## src/rtl/kmin_pkg.sv

```systemverilog
// +--------------------------------------------------------------------------+
// | kmin_pkg : shared defaults and counter-mode enum for kmin_tracker        |
// | Revision : 1.0                                                           |
// +--------------------------------------------------------------------------+
`default_nettype none

package kmin_pkg;

  localparam int DW_DEF = 10;
  localparam int K_DEF  = 4;
  localparam int CW_DEF = 9;

  typedef enum logic {
    CNT_WRAP = 1'b0,
    CNT_SAT  = 1'b1
  } cnt_mode_e;

endpackage

`default_nettype wire

```

## src/rtl/kmin_slot.sv

```systemverilog
// +--------------------------------------------------------------------------+
// | kmin_slot : one ranked entry register with lt/eq compare against din     |
// | Revision  : 1.0                                                          |
// +--------------------------------------------------------------------------+
`default_nettype none

module kmin_slot
  import kmin_pkg::*;
#(
  parameter int DW      = DW_DEF,
  parameter int CW      = CW_DEF,
  parameter int SAT_CNT = 0
) (
  input  logic          clk,
  input  logic          rst,
  input  logic [DW-1:0] din_i,
  input  logic          left_vld_i,
  input  logic [DW-1:0] left_val_i,
  input  logic [CW-1:0] left_cnt_i,
  input  logic          load_i,
  input  logic          clr_i,
  input  logic          shift_i,
  input  logic          hit_i,
  output logic          vld_o,
  output logic [DW-1:0] val_o,
  output logic [CW-1:0] cnt_o,
  output logic          lt_o,
  output logic          eq_o
);

  localparam cnt_mode_e CNT_MODE = (SAT_CNT != 0) ? CNT_SAT : CNT_WRAP;

  logic          vld_q, vld_d;
  logic [DW-1:0] val_q, val_d;
  logic [CW-1:0] cnt_q, cnt_d;
  logic [CW-1:0] cnt_inc_w;

  assign cnt_inc_w = ((CNT_MODE == CNT_SAT) && (&cnt_q)) ? cnt_q : cnt_q + CW'(1);

  // Load beats clear so a restart with a sample lands in one cycle.
  always_comb begin
    vld_d = vld_q;
    val_d = val_q;
    cnt_d = cnt_q;
    if (load_i) begin
      vld_d = 1'b1;
      val_d = din_i;
      cnt_d = CW'(1);
    end else if (clr_i) begin
      vld_d = 1'b0;
      val_d = '0;
      cnt_d = '0;
    end else if (shift_i) begin
      vld_d = left_vld_i;
      val_d = left_val_i;
      cnt_d = left_cnt_i;
    end else if (hit_i) begin
      cnt_d = cnt_inc_w;
    end
  end

  always_ff @(posedge clk) begin
    if (rst) begin
      vld_q <= 1'b0;
      val_q <= '0;
      cnt_q <= '0;
    end else begin
      vld_q <= vld_d;
      val_q <= val_d;
      cnt_q <= cnt_d;
    end
  end

  assign vld_o = vld_q;
  assign val_o = val_q;
  assign cnt_o = cnt_q;
  assign lt_o  = vld_q && (val_q < din_i);
  assign eq_o  = vld_q && (val_q == din_i);

endmodule

`default_nettype wire

```

## src/rtl/kmin_tracker.sv

```systemverilog
// +--------------------------------------------------------------------------+
// | kmin_tracker : K smallest distinct values with per-value occurrence cnt  |
// | Revision     : 1.0                                                       |
// +--------------------------------------------------------------------------+
`default_nettype none

module kmin_tracker
  import kmin_pkg::*;
#(
  parameter int DW      = DW_DEF,
  parameter int K       = K_DEF,
  parameter int CW      = CW_DEF,
  parameter int SAT_CNT = 0
) (
  input  logic                   clk,
  input  logic                   rst,
  input  logic                   clr_i,
  input  logic [DW-1:0]          din_i,
  input  logic                   din_vld_i,
  input  logic [$clog2(K)-1:0]   rank_sel_i,
  output logic [DW-1:0]          dout_o,
  output logic [CW-1:0]          cnt_o,
  output logic                   dout_vld_o,
  output logic [$clog2(K+1)-1:0] num_vld_o
);

  localparam int SW   = $clog2(K);
  localparam int NW   = $clog2(K+1);
  localparam int NSEL = 1 << SW;

  typedef struct packed {
    logic          vld;
    logic [DW-1:0] val;
    logic [CW-1:0] cnt;
  } slot_t;

  slot_t         slots_w [K];
  slot_t         left_w  [K];
  slot_t         rd_w    [NSEL];
  logic [K-1:0]  vld_w, lt_w, eq_w;
  logic [DW-1:0] val_w [K];
  logic [CW-1:0] cnt_w [K];
  logic [K-1:0]  prev_lt_w, load_w, hit_w, shift_w;
  logic          any_hit_w;
  logic [NW-1:0] num_w;
  slot_t         sel_w;

  // lt flags form a thermometer (sorted, contiguous), so slot p is the
  // first slot whose lt is low while its left neighbour's lt is high.
  always_comb begin
    any_hit_w    = |eq_w;
    left_w[0]    = '0;
    prev_lt_w[0] = 1'b1;
    for (int i = 1; i < K; i++) begin
      left_w[i]    = slots_w[i-1];
      prev_lt_w[i] = lt_w[i-1];
    end
    for (int i = 0; i < K; i++) begin
      load_w[i]  = din_vld_i && (clr_i ? (i == 0)
                                       : (prev_lt_w[i] && !lt_w[i] && !eq_w[i]));
      hit_w[i]   = din_vld_i && !clr_i && prev_lt_w[i] && !lt_w[i] && eq_w[i];
      shift_w[i] = din_vld_i && !clr_i && !any_hit_w && !prev_lt_w[i];
    end
  end

  for (genvar i = 0; i < K; i++) begin : g_slot
    kmin_slot #(
      .DW      (DW),
      .CW      (CW),
      .SAT_CNT (SAT_CNT)
    ) u_slot (
      .clk        (clk),
      .rst        (rst),
      .din_i      (din_i),
      .left_vld_i (left_w[i].vld),
      .left_val_i (left_w[i].val),
      .left_cnt_i (left_w[i].cnt),
      .load_i     (load_w[i]),
      .clr_i      (clr_i),
      .shift_i    (shift_w[i]),
      .hit_i      (hit_w[i]),
      .vld_o      (vld_w[i]),
      .val_o      (val_w[i]),
      .cnt_o      (cnt_w[i]),
      .lt_o       (lt_w[i]),
      .eq_o       (eq_w[i])
    );
    assign slots_w[i] = {vld_w[i], val_w[i], cnt_w[i]};
  end

  for (genvar i = 0; i < NSEL; i++) begin : g_rd
    if (i < K) begin : g_real
      assign rd_w[i] = slots_w[i];
    end else begin : g_pad
      assign rd_w[i] = '0;
    end
  end

  always_comb begin
    num_w = '0;
    for (int i = 0; i < K; i++) begin
      num_w = num_w + NW'(vld_w[i]);
    end
  end

  assign sel_w      = rd_w[rank_sel_i];
  assign dout_vld_o = sel_w.vld;
  assign dout_o     = sel_w.vld ? sel_w.val : '0;
  assign cnt_o      = sel_w.vld ? sel_w.cnt : '0;
  assign num_vld_o  = num_w;

endmodule

`default_nettype wire

```

## config.mk

```make
export PLATFORM = sky130hd
export DESIGN_NAME = kmin_tracker
export DESIGN_NICKNAME = d
export VERILOG_FILES = /design/src/rtl/kmin_pkg.sv /design/src/rtl/kmin_slot.sv /design/src/rtl/kmin_tracker.sv
export SDC_FILE = /design/constraint.sdc
export NUM_CORES = 1
export LEC_CHECK = 0
export ABC_AREA = 0
export CAP_MARGIN = 20
export CORE_MARGIN = 3
export CORE_UTILIZATION = 40
export CTS_CLUSTER_SIZE = 24
export DETAILED_ROUTE_END_ITERATION = 12
export GPL_TIMING_DRIVEN = 0
export REMOVE_ABC_BUFFERS = 1
export SETUP_SLACK_MARGIN = 0.2
export SKIP_CTS_REPAIR_TIMING = 1
export SYNTH_ARGS = -nofsm -noshare
export SYNTH_HDL_FRONTEND = slang
export SYNTH_SLANG_ARGS = --single-unit
```

## constraint.sdc

```tcl
create_clock -name clk -period 3.5 [get_ports clk]
set_input_delay 0.525 -clock clk [delete_from_list [all_inputs] [get_ports clk]]
set_output_delay 0.525 -clock clk [all_outputs]
set_load 0.01 [all_outputs]
```

[Yosys cells after proc, flatten, opt, wreduce, memory -nomap -nowiden]
Cells that the tools add are included.
Cells by class
  mux-type cells: 46
  add/subtract/negate cells: 7
  bitwise logic cells: 1
  eq/ne operators: 4
  reductions and logical operators: 61
  magnitude comparators: 5
Operators by type and width (number)
  two-way mux 10 bit: 12
  two-way mux 9 bit: 7
  binary-select mux 20 bit (select 2 bit): 1
  == test 10 bit: 4
  < comparator 10 bit: 4
  two-way mux 20 bit: 2
  adder 9 x 1 -> 9 bit (second input constant): 4
  logical AND 1 bit: 35
  two-way mux 1 bit: 24
  nonzero test 3 bit: 4
  nonzero test 4 bit: 3
  OR reduction 3 bit: 4
  logical NOT 1 bit: 10
  nonzero test 2 bit: 4
  OR reduction 4 bit: 1
  adder 2 x 1 -> 3 bit: 1
  adder 3 x 1 -> 3 bit: 1
  >= comparator 3 bit (second input constant): 1
  NOT 2 -> 3 bit: 1
  adder 1 x 1 -> 2 bit: 1
Word-level totals
  bits in registers: 80
  logic and storage cells: 140
  output and inout port bits: 23

[Logic depth before layout (Yosys ltp)]
Gate-level depths: netlist (run 1).
  word-level depth: 9
  gate-level depth with buffers: 10
  depth with buffers taken out: 9

[By module]
From an unflattened synthesis (run 1), not the netlist that was laid out.
Unflattened totals
  cells, all modules: 690
  area, all modules: 5695.5 µm²
Modules (own cells, without submodules)
  kmin_slot: cells an instance 155, sequential area each 400.4 µm², times used 4, area an instance 1214.9 µm²
  kmin_tracker: cells an instance 70, sequential area each 0.0 µm², times used 1, area an instance 835.8 µm²

[Worst setup path before layout (run 1)]
OpenSTA, ideal clock, no wires.
  path type: input to register
  from: input din_i[7]
  to: register g_slot[3].u_slot.val_q[2]
  arrival time: 2542 ps
  cell stages on the path: 10
  data required time: 3368 ps
  path slack: 826 ps
  path buffers: 2
  library setup time: 132 ps
  path through: inv_1 -> ha_1 -> a211o_1 -> o211ai_1 -> o2111ai_2 -> or4b_1 -> clkbuf_1 -> clkbuf_1 -> o22ai_1 -> nor3_1
On the way
  word-level cells in the longest chain between the ends: 8
Ends and longest elaborated chain
  start: declaration: RTL line kmin_tracker.sv:18  | input logic [DW-1:0] din_i,
  < comparator 10 bit: RTL line kmin_slot.sv:77  | assign lt_o = vld_q && (val_q < din_i);
  logical AND 1 bit: RTL line kmin_slot.sv:77
  logical NOT 1 bit: RTL line kmin_tracker.sv:60  | : (prev_lt_w[i] && !lt_w[i] && !eq_w[i]));
  logical AND 1 bit (2 in series): RTL line kmin_tracker.sv:60
  two-way mux 1 bit: RTL line kmin_tracker.sv:59  | load_w[i] = din_vld_i && (clr_i ? (i == 0)
  logical AND 1 bit: RTL line kmin_tracker.sv:59
  nonzero test 3 bit (no source line) / two-way mux 10 bit (equally long branches)
  end signal: assignment: RTL line kmin_slot.sv:69  | val_q <= val_d;
  end: declaration: RTL line kmin_slot.sv:34  | logic [DW-1:0] val_q, val_d;
Several ways; a longest one is shown, not always the timed one.
A chain may end at the register's enable or synchronous reset.

[Final worst setup path (run 1)]
  from: input rank_sel_i[0]
  to: output dout_o[0]
On the way
  word-level cells in the longest chain between the ends: 5
Ends and longest elaborated chain
  start: declaration: RTL line kmin_tracker.sv:20  | input logic [$clog2(K)-1:0] rank_sel_i,
  NOT 2 -> 3 bit (not written as such): RTL line kmin_tracker.sv:106  | assign sel_w = rd_w[rank_sel_i];
  binary-select mux 20 bit (select 2 bit): RTL line kmin_tracker.sv:106
  two-way mux 20 bit (not written as such) (2 in series): RTL line kmin_tracker.sv:106
  two-way mux 10 bit: RTL line kmin_tracker.sv:108  | assign dout_o = sel_w.vld ? sel_w.val : '0;
  end: declaration: RTL line kmin_tracker.sv:21  | output logic [DW-1:0] dout_o,
Every way passes these cells. The select of a mux whose other input is x is not followed.

==> results of run 1 <==
## metrics by stage
stage	utilization, %	TNS (ns)
3_3_place_gp	44.4	-106.07
2_1_floorplan	-	0
6_report	50.1	0
4_1_cts	47.7	-12.31
3_5_place_dp	45.5	-35.34
5_1_grt	50.1	0
## critical path: stages
cell and delay (ns):
clkbuf_2 0.31, buf_16 0.22, mux4_1 0.87, nor2b_1 0.20, clkdlybuf4s50_1 0.55
## final cells by class
type                       count  area [sq um]  share of cell area [%]
timing repair buffer          64           646                    9.68
tap                          176           220                    3.30
inverter                      32           120                    1.80
multi-input combinational    483          3790                    56.8
sequential                    80          1600                    24.0
clock buffer                  11           233                    3.49
clock inverter                 5          57.6                   0.863
## power by group through the flow
stage | combinational [uW] | clock [uW] | sequential (uW)
after floorplan | 185 | 0 | 975
after global placement | 300 | 0 | 987
after detailed placement | 320 | 0 | 987
after CTS | 322 | 973 | 967
after global routing | 386 | 995 | 971
final | 353 | 954 | 968
## cells in the final DEF, fill, tap and decap left out, types with 3 or more instances in the layout
master,netlist,layout
a211oi_2,6,6
o31a_1,3,3
a211o_1,3,3
ha_1,46,46
mux2i_1,13,13
clkinvlp_4,0,3
clkdlybuf4s50_1,0,35
mux4_2,20,20
o22ai_1,12,12
and3_1,5,5
nand3b_1,5,5
inv_1,32,32
nand2b_1,7,6
nor3b_1,9,9
xnor2_1,18,18
xor2_1,4,4
o21a_1,3,3
nand2_1,36,35
clkbuf_16,0,9
nand4_1,14,14
a21oi_1,37,37
a211oi_1,29,28
buf_4,0,18
nor4_1,4,3
nor2_1,68,65
nor3_2,4,4
nor3_1,19,18
nor2b_1,36,36
o21ai_0,14,14
nand3_1,20,20
a31oi_1,7,7
buf_8,0,5
dfxtp_1,80,80
a22oi_1,11,11
## worst max-delay path by stage
stage                                           end  cells after the start          start
after floorplan           g_slot[1].u_slot.val_o[0]                      9       din_i[4]
after global placement    g_slot[1].u_slot.val_o[9]                      7          clr_i
after detailed placement  g_slot[3].u_slot.cnt_o[0]                     11       din_i[6]
after CTS                                 dout_o[7]                      5  rank_sel_i[0]
after global routing      g_slot[3].u_slot.cnt_o[1]                      9       din_i[7]
final                                     dout_o[0]                      5  rank_sel_i[0]
## metal layers
layer  vias up  wire length, microns  part of all wire (%)
li1       2398                     -                     -
met1      2436                  7570                    45
met2       184                  7900                    47
met3        22                  1090                   6.4
met4         0                   343                   2.0
met5         -                     0                     0
## kinds of logic (layout without fill, tap and decap cells)
family	Yosys count	count (layout)	synth area share, %
simple gates	242	243	23.4
compound gates	137	137	17.2
fa+ha+maj	47	47	10.9
mux	33	34	10.6
xor+xnor	22	22	3.53
flops	80	80	29.4
buf+inv	65	112	4.93
## flip-flops by register name, summed over array words and instances, names as in the netlist
| signal | flops |
|---|---|
| g_slot.u_slot.vld_o | 4 |
| g_slot.u_slot.val_o | 40 |
| g_slot.u_slot.cnt_o | 36 |
==> flow_results.org, run 1 <==
** STA
- Measured slew at the worst slew-check pin :: 0.796 ns
- Max Clock Skew :: between 0.009 and 0.01 ns
- Final worst-path setup slack :: around 0.28 ns
- Final period demand of the worst path :: approximately 3.2 ns
- Final hold vios :: 0
- Hold timing on the final database bottoms out at a slack of slightly above 0.5 ns.
- Number of pins with negative max-slew slack in the final report :: 0
- Final critical-path share of the clock period :: 92.0%
- Highest clock frequency the design can meet :: 311 MHz
- Unrepaired setup endpoints after global routing :: true
- Slew headroom :: between 40 and 50%
- Finish-stage setup viols :: 0

** Place
- Routability cong. :: slightly below 0.9
- Port-buffer cells :: 38
- Counting tap cells, the placed design contains a total of around 820 instances.
- Detailed-placement wirelength estimate :: 11700 microns
- Post-Place Cell Area :: between 6000 and 7000 sq um
- Before CTS, the worst setup slack after placement is -0.652 ns.

** Logic synthesis
- The synthesized design devotes to its leading area cell type 29.4% of total area.
- Leading post-synthesis cells by instance count :: dfxtp_1 (80), nor2_1 (68), ha_1 (46)
- Synthesis inferred 80 register bits.
- The mapped netlist covers roughly 5500 sq um.
- Sequential share of the synthesized area :: 29.4%
- Number of enable-type register cells in the synthesized netlist :: 0
- The largest total area in the synthesized netlist belongs to dfxtp_1.
- Count of synthesis-stage warnings from yosys :: 0
- Number of unique standard cell types used by synthesis :: 56
- Most used standard cell by instance count after synthesis :: dfxtp_1
- Post-synthesis cell count :: roughly 630
- Of all flip-flops after synthesis, the portion carrying an async set or reset was 0%.
- In the post-synthesis netlist, the biggest area contributors are dfxtp_1 (29%), ha_1 (11%), mux4_2 (8.3%), nor2_1 (4.7%), nor2b_1 (4.1%).
- Syn avg cell area :: 8.72 sq um
- Dominant register cell in the synthesized netlist :: dfxtp_1

** GRT
- In the global route stage, met3 resource usage came out at between 3 and 4%.
- The number of global-route vias before repair was ~4600.
- After global routing the overflow that remains totals 0.
- The initial antenna violation count is 0.
- Entering global routing, the biggest net connects 24 pins.
- Wire length of the first global-routing pass :: between 20000 and 30000 microns
- For this run, the total global-route usage over all layers was measured as around 22%.
- For this run, global-route usage on met1 was measured as 30.5%.
- Most used routing layer in global routing :: met2
- For met2 alone, demand over resource in global routing was a little over a third.

** Power
- PwrDens :: approximately 340 nW/um^2
- Flop pwr share :: between 40% and 50%
- Summed over all nets, the switching power comes to roughly 640 uW.
- Sw Ratio :: ~28%
- The internal power of the cells totals approximately 1600 uW.
- The analysis attributes to cell leakage a power of roughly 0.0024 uW.
- Per report_power, the combinational group accounts for between 10% and 20% of the total.
- IR analysis of the VDD net gives a maximum drop of around 0.20 mV.
- Portion of total power attributed to the clock network :: 41.9%
- After layout, the design draws a total of about 2300 uW.

** Drt
- The routed layout has 5040 vias.
- In the final routed layout, each cell accounts on average for 19.9 microns.
- Detailed-route vias per instance :: approximately 5.9
- For this run, the detailed router's first-pass iteration total came to 5.
- The detailed router finished its first iteration with approximately 410 violations.
- Number of nets with antenna violations after routing :: 0
- Wires add up to approximately 17000 microns.
- Count of unresolved DRC violations after routing :: 0

** Floorplan
- Initial standard-cell utilization of the core :: 41.0%
- The die covers about 15000 sq um.
- In this run the core area contains 42 standard-cell rows.
- 39 I/O pins were placed.
- In this run the horizontal extent of the chip is 123 microns.
- From bottom edge to top edge, the die measures roughly 120 microns.
- Floorplan Core Area :: around 13000 sq um

** CTS
- Counting every sink on the clock net gives 80.
- TritonCTS clock tree :: built
- CTS Buf Count :: 9
- Max Root-Sink Buffers :: 2
- The H-tree was split into 3 levels.
- CTS Root Buffer Type :: clkbuf_16
- Insertion delay of the later-clocked pin in the worst-skew pair :: roughly 0.35 ns
- Clock slew seen by the registers of the worst setup and hold paths :: 0.06 ns

** Final layout
- For this run, the number of standard cells in the final layout without fillers is roughly 850.
- Layout cell share with drive strength beyond 1 :: roughly 15%
- The layout has 1219 filler cells.
- Antenna diode instance count :: 0
- Final design instance area without fill :: between 6000 and 7000 sq um
- Area growth syn-to-layout :: 22.2%
- Net count of the finished layout :: 733

** Min path
- The path with the worst hold slack has its endpoint at g_slot[1].u_slot.val_o[0].
- Counting instances, the worst hold path has a depth of 2.
- The tightest min-delay check is of the reg -> reg type.
- In this run the most critical hold path is launched from g_slot[1].u_slot.val_o[0].

** Critical path
- Nature of the critical path startpoint :: primary input
- Arr. time, crit path :: approximately 2.7 ns
- The critical path is of the in -> out type.
- Of all nets on the critical path, the largest fanout is 14.
- The worst register-to-register path has a setup slack of ~0.85 ns.
- STA classifies the critical path endpoint as an output port.
- The worst register-to-register path begins at g_slot[0].u_slot.val_o[7].
- The endpoint identified for the worst register-to-register timing path is g_slot[0].u_slot.cnt_o[8].
- Worst reg-to-reg path cell count :: 8
- For the worst setup path, the data required time is 2.97 ns.

** Job
- Maximum Capacitance Violations :: 0

** Outcome
- The run finished with clean final reports.
Note: power is estimated with default switching activity, not from simulation.
==> run 2, diff against run 1 <==
- ABC_AREA: 0 -> 1
==> flow_results.org, run 2 <==
** Final layout
- Commonest cells after routing, fill and taps aside: nand2_1 (307), nor2_1 (127), inv_1 (111) (was dfxtp_1 (80), nor2_1 (65), ha_1 (46)).
- Flip-flop count of the largest register, all copies and words added :: 40 (unchanged)
- Filler Cells Inserted :: 1741 (was 1219)
- Net count of the finished layout :: 1159 (was 733)
- Final design instance area without fill :: 7600 sq um (was 6670 sq um)
- Area growth syn-to-layout :: 15.3% (was 22.2%)
- The most frequent standard cell in the layout excluding fill and tap cells is nand2_1 (was dfxtp_1).
- Layout cell share with drive strength beyond 1 :: 8.27% (was 14.5%)
- Area taken by flip-flops and latches :: 1600 sq um (unchanged)
- The final non-filler cell total came to 1317 (was 851).
- The antenna cell count is 0 (unchanged).
- Area occupied by multi-input gates :: 4370 sq um (was 3790 sq um)

** Place
- The routability-driven placement congestion ratio is 0.885 (was 0.880).
- Detailed-placement wirelength estimate :: 14000 microns (was 11700 microns)
- The placed cell count came to 1286 (was 815).
- Dpl ws :: -1.02 ns (was -0.652 ns)
- Port-buffer cells :: 38 (unchanged)
- The placed cell area is 7050 sq um (was 6050 sq um).

** Critical path
- CP max stage cell :: clkdlybuf4s50_1 (was mux4_1)
- Reg-to-Reg Start :: g_slot[1].u_slot.val_o[9] (was g_slot[0].u_slot.val_o[7])
- Nature of the critical path startpoint :: primary input (unchanged)
- The largest driver fanout on the critical path came to 21 (was 14).
- Classification of the worst setup path :: in -> reg (was in -> out)
- Crit-path most repeated cell :: nor2_1
- Arr. time, crit path :: 3.45 ns (was 2.70 ns)
- Max incr delay on CP :: 0.55 ns (was 0.87 ns)
- Family with the most delay on the worst path :: simple AND/OR/NAND/NOR gates (was buffers and inverters)
- The required time of the critical path was 3.79 ns (was 2.97 ns).
- Crit path cell chain: clkdlybuf4s50_1 > inv_1 > ha_1 > nand2_1 > nor2_1 > nand3_1 > nand2_2 > nor2_8 > buf_12 > nand2_4 > nand3_4 > inv_4 > nor2_1 > nor2_1 (was clkbuf_2 > buf_16 > mux4_1 > nor2b_1 > clkdlybuf4s50_1).
- The count of buffering cells on the critical path with inverters included is 4 (was 3).
- Worst Setup End Kind :: flip-flop (was output port)
- The start point of the critical path is din_i[5] (was rank_sel_i[0]).

** Drt
- Via Count :: 6797 (was 5040)
- Number of iterations in the first detailed-routing pass :: 5 (unchanged)
- The post-route antenna net violation count came to 0 (unchanged).
- Count of unresolved DRC violations after routing :: 0 (unchanged)
- The total wire length is 21000 microns (was 16900 microns).
- Detailed-route vias per instance :: 5.16 (was 5.92)
- Number of design-rule violations left by the first detailed-router iteration :: 687 (was 414)
- Final routed wire length divided by cell count :: 15.9 microns (was 19.9 microns)

** STA
- The final max-slew violation count is 0 (unchanged).
- Slew headroom :: 37.9% (was 46.4%)
- Unrepaired setup endpoints after global routing: true (unchanged).
- The final-layout worst hold slack is 0.508 ns (was 0.512 ns).
- Max Clock Skew :: 0.0102 ns (was 0.00950 ns)
- Finish-stage setup viols :: 0 (unchanged)
- Measured slew at the worst slew-check pin :: 0.930 ns (was 0.796 ns)
- The final hold violation count is 0 (unchanged).
- Highest clock frequency the design can meet :: 315 MHz (was 311 MHz)
- The slack of the critical path came to 0.330 ns (was 0.280 ns).
- The minimum clock period was 3.17 ns (was 3.22 ns).
- The setup TNS came to 0 ns (unchanged).
- The final clock period utilization by the worst path came to 90.6% (was 92.0%).

** Logic synthesis
- The main flop type after synthesis was dfxtp_1 (unchanged).
- Leading post-synthesis cells by instance count :: nand2_1 (308), nor2_1 (129), inv_1 (113) (was dfxtp_1 (80), nor2_1 (68), ha_1 (46))
- The total number of yosys warnings came to 0 (unchanged).
- Synthesis-stage register bit count :: 80 (unchanged)
- Number of unique standard cell types used by synthesis :: 37 (was 56)
- Syn avg cell area :: 6.13 sq um (was 8.72 sq um)
- The count of flip-flops with a built-in enable after synthesis was 0 (unchanged).
- Library cell occupying the most area in the post-synthesis netlist :: dfxtp_1 (unchanged)
- Ys async rst share :: 0% (unchanged)
- Sequential share of the synthesized area :: 24.3% (was 29.4%)
- Netlist area before placement :: 6590 sq um (was 5460 sq um)
- The share of the synthesized area in the top cell type was 24.3% (was 29.4%).
- The most instantiated library cell after synthesis was nand2_1 (was dfxtp_1).
- Leading post-synthesis cells by cell area: dfxtp_1 (24%), nand2_1 (18%), ha_1 (8.7%), nor2_1 (7.3%), nand3_1 (6.7%) (was dfxtp_1 (29%), ha_1 (11%), mux4_2 (8.3%), nor2_1 (4.7%), nor2b_1 (4.1%)).
- The synthesized instance count came to 1076 (was 626).

** GRT
- The total routing resource utilization after global routing came to 21.9% (was 22.1%).
- The wire length of the first global-routing pass is 31500 microns (was 25400 microns).
- The largest net degree at the start of global routing came to 44 (was 24).
- The number of global-route vias before repair is 5810 (was 4595).
- Antenna violations before repair :: 0 (unchanged)
- Remaining global-route overflow :: 0 (unchanged)

** Floorplan
- Initial standard-cell utilization of the core :: 41.2% (was 41.0%)
- The total core area was 16000 sq um (was 13300 sq um).
- The cell row count was 46 (was 42).
- Io pins :: 39 (unchanged)
- The x dimension of the die is 134 microns (was 123 microns).
- The die span in y was 134 microns (was 123 microns).
- The die area was 18100 sq um (was 15100 sq um).

** CTS
- # H-tree levels :: 3 (unchanged)
- The number of CTS-inserted buffers was 9 (unchanged).
- The clock latency at the later pin of the worst-skew pair was 0.35 ns (about the same).
- The post-CTS clock slew at the launch and capture registers of the worst setup and hold paths is 0.06 ns (about the same).
- CTS Root Buffer Type :: clkbuf_16 (unchanged)
- Max Root-Sink Buffers :: 2 (unchanged)
- CTS Sinks :: 80 (unchanged)
- TritonCTS clock tree :: built (unchanged)

** Power
- Maximum resistive drop on vdd :: 0.260 mV (was 0.200 mV)
- Leakage Power :: 0.00358 uW (was 0.00241 uW)
- The power density of the placed cells was 335 nW/um^2 (was 341 nW/um^2).

** Job
- The max capacitance violation total was 0 (unchanged).

** Min path
- Classification of the worst-slack hold path :: reg -> reg (unchanged)
- The worst min-delay path startpoint is g_slot[2].u_slot.cnt_o[8] (was g_slot[1].u_slot.val_o[0]).

** Outcome
- Run status :: complete, no violations (unchanged)
## run 2: metal layers
| metal | track usage [%] | wire [microns] | part of all wire [%] | vias up |
|---|---|---|---|---|
| li1 | - | - | - | 3487 |
| met1 | 32.7 | 10100 | 48 | 3094 |
| met2 | 32.8 | 9300 | 44 | 191 |
| met3 | 2.81 | 1240 | 5.9 | 25 |
| met4 | 6.62 | 358 | 1.7 | 0 |
| met5 | 0 | 0 | 0 | - |
## run 2: path summary, 6_finish.rpt
check,end,slack (ns),depth (start not counted)
worst max-delay path,g_slot[3].u_slot.val_o[4],0.33,14
worst min-delay path,g_slot[2].u_slot.cnt_o[8],0.51,2
worst max register to register,g_slot[3].u_slot.val_o[4],0.93,12
worst min register to register,g_slot[2].u_slot.cnt_o[8],0.51,2
## run 2: logic make-up after synthesis
logic type	share of synthesized area, %
fa+ha+maj	9.03
buf+inv	11.3
compound gates	13.4
flops	24.3
xor+xnor	3.32
simple gates	38.7
## run 2: cell type report
class / count / share of cell area (%)
Clock buffer: 14 / 3.47
Clock inverter: 2 / 0.494
Inverter: 127 / 6.47
Multi-Input combinational cell: 827 / 57.5
Sequential cell: 80 / 21.1
Tap cell: 216 / 3.55
Timing Repair Buffer: 50 / 7.39
Timing Repair inverter: 1 / 0.0658
## run 2: worst reg2reg max path, cell delays in order (launching register included)
cell and delay, ns:
dfxtp_1 0.31, ha_1 0.29, nand2_1 0.09, nor2_2 0.24, nand3_1 0.25, nand2_2 0.27
nor2_8 0.06, buf_12 0.15, nand2_4 0.22, nand3_4 0.24, inv_4 0.22, nor2_1 0.08
nor2_1 0.10
## run 2: power breakdown
part           switching, uW  internal [uW]
Combinational            363            200
Clock                    407            594
Sequential              33.1            951
## run 2: per-stage QoR
step,power [uW],util [%]
2_1_floorplan,1330,-
6_report,2550,47.5
3_5_place_dp,1520,44.1
3_3_place_gp,1510,43.6
4_1_cts,2520,46.0
5_1_grt,2670,47.5
==> run 3, diff against run 2 <==
- ABC_CLOCK_PERIOD_IN_PS: unset -> 3500
- CTS_CLUSTER_SIZE: 24 -> 8
==> results of run 3 <==
Same layout as run 2: the final DEF is identical, and so are final timing and power.
